## config.mk

```make
export PLATFORM = sky130hd
export DESIGN_NAME = spike_window_decoder
export DESIGN_NICKNAME = d
export VERILOG_FILES = /design/src/rtl/spike_window_decoder.sv
export SDC_FILE = /design/constraint.sdc
export NUM_CORES = 1
export LEC_CHECK = 0
export ABC_AREA = 0
export CORE_ASPECT_RATIO = 2
export CORE_UTILIZATION = 53
export CTS_CLUSTER_SIZE = 28
export DETAILED_ROUTE_END_ITERATION = 8
export PLACE_DENSITY = 0.71
export SKIP_LAST_GASP = 1
export SLEW_MARGIN = 10
export SYNTH_ARGS = -nofsm -noshare
export SYNTH_HDL_FRONTEND = slang
export SYNTH_SLANG_ARGS = --single-unit
```

## constraint.sdc

```tcl
create_clock -name clk_i -period 14.9 [get_ports clk_i]
set_input_delay 4.47 -clock clk_i [delete_from_list [all_inputs] [get_ports clk_i]]
set_output_delay 4.47 -clock clk_i [all_outputs]
set_load 0.01 [all_outputs]
```

## src/rtl/spike_window_decoder.sv

```systemverilog
// Counts per-neuron spike rising edges over a fixed window, thresholds them into a
// recalled pattern plus most-active neuron, and holds the result until handshaked.
module spike_window_decoder #(
    parameter int N      = 7,
    parameter int WINDOW = 1024,
    parameter int CNT_W  = 8,
    parameter int THRESH = 4,
    parameter int IDX_W  = 3
) (
    input  logic             clk_i,
    input  logic             reset_i,
    input  logic             enable_i,
    input  logic [N-1:0]     spikes_i,
    input  logic             out_ready_i,
    output logic             out_valid_o,
    output logic [N-1:0]     pattern_out_o,
    output logic [IDX_W-1:0] winner_o,
    output logic             winner_valid_o,
    output logic             busy_o
);

    localparam int WIN_W = (WINDOW > 2) ? $clog2(WINDOW) : 1;
    localparam logic [WIN_W-1:0] WIN_LAST = WIN_W'(WINDOW - 1);
    localparam logic [CNT_W-1:0] CNT_MAX  = '1;

    typedef enum logic [1:0] {S_IDLE, S_COUNT, S_DONE, S_HOLD} state_t;

    state_t             state_q;
    logic [WIN_W-1:0]   win_q;
    logic [CNT_W-1:0]   cnt_q [N];
    logic [N-1:0]       spikes_prev_q;
    logic               out_valid_q, winner_valid_q, busy_q;
    logic [N-1:0]       pattern_q;
    logic [IDX_W-1:0]   winner_q;

    logic [N-1:0]       event_d;
    logic [CNT_W-1:0]   cnt_d [N];
    logic [CNT_W-1:0]   best_d;
    logic [N-1:0]       pattern_d;
    logic [IDX_W-1:0]   winner_d;

    // Scoring is evaluated from the frozen counts during the DONE cycle, keeping the
    // winner scan out of the counting path.
    always_comb begin
        event_d   = spikes_i & ~spikes_prev_q;
        best_d    = '0;
        winner_d  = '0;
        pattern_d = '0;
        for (int k = 0; k < N; k++) begin
            cnt_d[k] = cnt_q[k];
            if (event_d[k] && (cnt_q[k] != CNT_MAX))
                cnt_d[k] = cnt_q[k] + 1'b1;
            pattern_d[k] = (32'(cnt_q[k]) >= THRESH);
            if (cnt_q[k] > best_d) begin
                best_d   = cnt_q[k];
                winner_d = IDX_W'(k);
            end
        end
    end

    always_ff @(posedge clk_i) begin
        if (reset_i) begin
            state_q        <= S_IDLE;
            win_q          <= '0;
            spikes_prev_q  <= '0;
            out_valid_q    <= 1'b0;
            pattern_q      <= '0;
            winner_q       <= '0;
            winner_valid_q <= 1'b0;
            busy_q         <= 1'b0;
            for (int k = 0; k < N; k++) cnt_q[k] <= '0;
        end else begin
            spikes_prev_q <= spikes_i;
            case (state_q)
                S_IDLE: begin
                    if (enable_i) begin
                        state_q <= S_COUNT;
                        busy_q  <= 1'b1;
                        win_q   <= '0;
                        for (int k = 0; k < N; k++) cnt_q[k] <= '0;
                    end
                end
                S_COUNT: begin
                    if (!enable_i) begin
                        state_q <= S_IDLE;
                        busy_q  <= 1'b0;
                        win_q   <= '0;
                        for (int k = 0; k < N; k++) cnt_q[k] <= '0;
                    end else begin
                        for (int k = 0; k < N; k++) cnt_q[k] <= cnt_d[k];
                        if (win_q == WIN_LAST) begin
                            state_q <= S_DONE;
                            busy_q  <= 1'b0;
                            win_q   <= '0;
                        end else begin
                            win_q <= win_q + 1'b1;
                        end
                    end
                end
                S_DONE: begin
                    state_q        <= S_HOLD;
                    out_valid_q    <= 1'b1;
                    pattern_q      <= pattern_d;
                    winner_q       <= winner_d;
                    winner_valid_q <= (best_d != '0);
                end
                S_HOLD: begin
                    if (out_ready_i) begin
                        out_valid_q <= 1'b0;
                        win_q       <= '0;
                        for (int k = 0; k < N; k++) cnt_q[k] <= '0;
                        state_q     <= enable_i ? S_COUNT : S_IDLE;
                        busy_q      <= enable_i;
                    end
                end
                default: state_q <= S_IDLE;
            endcase
        end
    end

    assign out_valid_o    = out_valid_q;
    assign pattern_out_o  = pattern_q;
    assign winner_o       = winner_q;
    assign winner_valid_o = winner_valid_q;
    assign busy_o         = busy_q;

endmodule
```

**Yosys cells after proc, flatten, opt, wreduce, memory -nomap -nowiden**

Memories as Yosys holds them, arrays and structs flattened.
Index checks and enable logic that the tools add are counted.

- Bits in registers: 32
- Latch bits: 0
- RAM bits: 56
- Memory bits (read-only): 0
- Output and inout bits: 13
- Memories kept: 1

- $add $sub $neg: 8
- $mul: 0
- Divide/modulo/power cells: 0
- $lt $le $gt $ge: 14
- Equal/unequal tests: 14
- Shifts and indexed selects: 0
- Mux-type cells: 83
- Bitwise operators: 30
- Reductions and logical operators: 15

Memories:

| memory | depth | width | read ports | clocked after memory_dff | write ports | line | text |
|---|---|---|---|---|---|---|---|
| cnt_q | 7 | 8 | 7 | 0 | 7 | 30 | `logic [CNT_W-1:0] cnt_q [N];` |

Operator list:

| cell | number |
|---|---|
| $mux 8 | 42 |
| $add 8x1->8 const B | 7 |
| $ge 8x3->1 const B | 7 |
| $ne 8x8->1 const B | 7 |
| $gt 8x8->1 | 6 |
| $mux 10 | 4 |
| $pmux 10 s3 | 1 |
| $or 1x1->1 | 28 |
| $mux 1 | 24 |
| $mux 3 | 5 |
| $add 10x1->10 const B | 1 |
| $eq 10x10->1 const B | 1 |
| $gt 8x1->1 const B | 1 |
| $mux 2 | 4 |
| $pmux 2 s4 | 1 |
| $reduce_bool 8->1 | 1 |
| $and 7x7->7 | 1 |
| $logic_and 1x1->1 | 7 |
| $not 7->7 | 1 |
| $reduce_and 3->1 | 2 |
| $eq 2x2->1 const B | 2 |
| $ne 2x2->1 const B | 2 |
| $reduce_and 4->1 | 1 |
| $ne 3x3->1 const B | 1 |
| 7 further kinds | 7 |

**Longest topological paths before layout**

An unclocked memory read counts as a cell.

- Depth in word-level cells: 16
- Depth in mapped cells: 62

**Least setup slack after synthesis**

Ideal clock, no wire load.

- Kind: register -> register
- Start point: mem cnt_q[0][6]
- End point: reg winner_valid_q (netlist: winner_valid_o)
- Setup time: 120 ps
- Arrival time: 11439 ps
- Setup slack: 3341 ps
- Cell stages (with the launch flop): 62
- Period minus slack after synthesis: 11559 ps
- Cells stage by stage: edfxtp_1 -> or4_1 -> nor3_1 -> nand2_1 -> nand2_1 -> ha_1 -> nor2b_4 -> o211ai_2 -> a21oi_2 -> o21ai_2 -> mux2i_1 -> ha_1 -> a21oi_2 -> a21boi_1 -> or2_2 -> nor3b_1 -> nand3_1 -> nand3_1 -> [26 not listed] -> o21a_1 -> o21a_1 -> o21ai_0 -> a21oi_1 -> o31ai_1 -> clkbuf_1 -> mux2_2 -> ha_1 -> nor2b_1 -> o21a_1 -> o21ai_0 -> nand2b_1 -> a21oi_1 -> o21ai_0 -> o21ai_0 -> o221ai_1 -> a211o_1 -> o31a_1

RTL lines:

| item | line | text |
|---|---|---|
| from (decl) | 30 |  |
| to (signal assigned) | 105 | `winner_valid_q <= (best_d != '0);` |
| to (decl) | 32 | `logic out_valid_q, winner_valid_q, busy_q;` |

==> flow_summary.toml <==
[global_route]
grt_pass1_wl_um = 27000
grt_max_degree = 49
grtUsageTotal = 0.285
antenna_found_initial = 0
grt.overflow.total = 0
grt_pass1_vias = 5613

[clocking]
cts_setup_buffers = 0
cts_buffers = 9
cts_max_level = 3
hold_buffers = 0
clk_latency_ns = 0.35
clk_pin_slew_ns = 0.07
cts_root_buffer = "clkbuf_16"
ctsResizeCount = 0
clockBufferDepth = 2
cts.sinks = 88
cts_tree = "built"

[pwr]
powerDensity_mw_per_mm2 = 190
vdd_drop_max_mv = 0.151
power.leakage_nw = 2.67

[critical_path]
worstPathArrival_ns = 13.22
end_kind = "flip-flop"
cpPeakStageDelay_ns = 0.55
cp.required_ns = 15.14
path_max_fanout = 14
critPathLaunchType = "flip-flop"
cp_slowest_cell = "nor3b_1"
worstSetupPathType = "flip-flop to flip-flop"

[floorplan]
core-area_mm2 = 0.0114
num_rows = 55
die_w_um = 78.9
initial_utilization = 0.549
die_area_mm2 = 0.0123
die_y_um = 156
io_pins = 24

[routing]
drc = 0
ant_nets = 0
wirelength_um = 16200
drt_iter0_markers = 207
vias = 5303
vias_per_cell = 6.24
drt-wirelength-per-cell_um = 19.1
dr.pass1.iters = 5

[yosys]
synth.avg_cell_area_um2 = 9.11
synth_edf_count = 56
syn_inst = 689
synth_cell_types = 66
async_flop_share = 0
netlist_top_cells_count = "nor2_1, ha_1, edfxtp_1"
synth_area_leaders = "edfxtp_1, ha_1, dfxtp_1, nor2_1, xnor2_1"
ys_warn_count = 0
yosys_register_bits = 88
synth.top_cell.area_share = 0.268
synthXorXnorAreaFrac = 0.0544
yosys.area_share.simple = 0.215
synth_compound_area_frac = 0.144
synth-main-ff-cell = "edfxtp_1"
ys_seq_area_frac = 0.370
synth_area_leader_cell = "edfxtp_1"
synth_top_family_by_area = "simple AND/OR/NAND/NOR gates"
synth_mux_area_frac = 0.0504
netlist_area_mm2 = 0.00628
synth_fa_ha_area_frac = 0.120
yosysMostFrequentCell = "nor2_1"
synth.net_count = 760

[layout]
antenna_cells = 0
fill_cells = 1012
final-seq-area_mm2 = 0.00232
nNetsFinal = 774
layout-area-overhead-vs-synth_pct = 10.4
multiInputGateArea_mm2 = 0.00367
drive_above_1_share = 0.0763

[sta]
fin_skew_ns = 0.00584
hold_viol = 0
slew_violations = 0
min_period_ns = 12.97
rsz0062_at_grt = "false"
fmax_mhz = 77.1
relSlewSlack = 0.308
finalSetupViolCount = 0
finalWorstSetupSlack_ns = 1.93
post-route-period-util = 0.871
setup_tns_ns = 0
worst_slew_pin_slew_ns = 1.04

[run]
maxCapViolCount = 0

[placement]
placement.io_buffers = 23
dp_slack_ns = 2.03
gp_congestion = 0.939
hpwlAfterDp_um = 12100

[status]
status = "finished clean"

[min_path]
min_path_type = "flip-flop to flip-flop"
cells in the final DEF, fill, tap and decap left out, types with 15 or more instances in the layout:
cell / netlist / layout
nand3_1: 40 / 40
nor2_1: 83 / 83
inv_1: 47 / 47
mux2i_1: 17 / 17
xnor2_1: 25 / 25
dfxtp_1: 32 / 32
or3_1: 16 / 16
nor2b_1: 16 / 15
nand2_1: 29 / 29
edfxtp_1: 56 / 56
a21oi_1: 39 / 39
ha_1: 60 / 60
clkdlybuf4s50_1: 0 / 23
o21ai_0: 28 / 28
per-stage QoR:
step	instances	hold WS (ns)	area [um^2]	power, mW	util
2_1_floorplan	689	0.454	6280	0.890	-
3_3_place_gp	834	0.467	6610	1.03	0.578
3_5_place_dp	834	0.475	6610	1.06	0.578
4_1_cts	850	0.487	6930	1.31	0.607
5_1_grt	850	0.508	6930	1.41	0.607
6_report	850	0.487	6930	1.32	0.607
report_power, final:
part / switching (mW) / internal (mW) / total [mW] / leakage [nW]
Sequential: 0.0336 / 0.284 / 0.317 / 0.887
Clock: 0.107 / 0.141 / 0.248 / 0.163
Combinational: 0.424 / 0.329 / 0.753 / 1.62
Total: 0.565 / 0.753 / 1.32 / 2.67
worst max-delay path, delay by kind of cell, from the launching register on:
family                     cells  cell delay (ns)
and+or+nand+nor               20             4.64
muxes                          4             1.37
DFF                            1             0.47
adders and majority gates      6             1.68
buffers and inverters          3             0.38
AOI/OAI and AO/OA             25             4.35
per-layer routing:
metal	vias up	part of all wire	GRT usage
met2	166	0.55	0.536
li1	2518	-	-
met4	0	0.058	0.192
met3	78	0.036	0.0351
met1	2541	0.36	0.283
met5	-	0	0
sequential cells by signal, summed over array words and instances, names as in the netlist, named ones only:
name / count
winner_o: 3
win_q: 10
busy_o: 1
winner_valid_o: 1
state_q: 1
cnt_q: 56
spikes_prev_q: 7
pattern_out_o: 7
out_valid_o: 1
final cells by class:
type	instances	area share
clock inverters	4	0.00542
multi-input cells	530	0.529
flip-flops and latches	88	0.335
repair buffers	27	0.0375
inverters	47	0.0255
clock buffers	12	0.0417
well taps	142	0.0256
logic make-up after synthesis:
kind of cell             after synthesis
AND/OR/NAND/NOR                      265
AO/OA/AOI/OAI                        137
flip-flops                            88
buffers and inverters                 71
adder cells (fa/ha/maj)               60
XOR/XNOR                              39
multiplexers                          29
worst paths after layout:
path / depth (start not counted) / start / slack (ns) / endpoint
setup reg to reg: 58 / cnt_q[0][6]$_SDFFCE_PP0P_ / 1.93 / winner_valid_o$_SDFFE_PP0P_
setup / recovery: 58 / cnt_q[0][6]$_SDFFCE_PP0P_ / 1.93 / winner_valid_o$_SDFFE_PP0P_
hold / removal: 2 / win_q[5]$_SDFFE_PP0P_ / 0.49 / win_q[5]$_SDFFE_PP0P_
hold reg to reg: 2 / win_q[5]$_SDFFE_PP0P_ / 0.49 / win_q[5]$_SDFFE_PP0P_
Power figures use the tool's default switching activity.
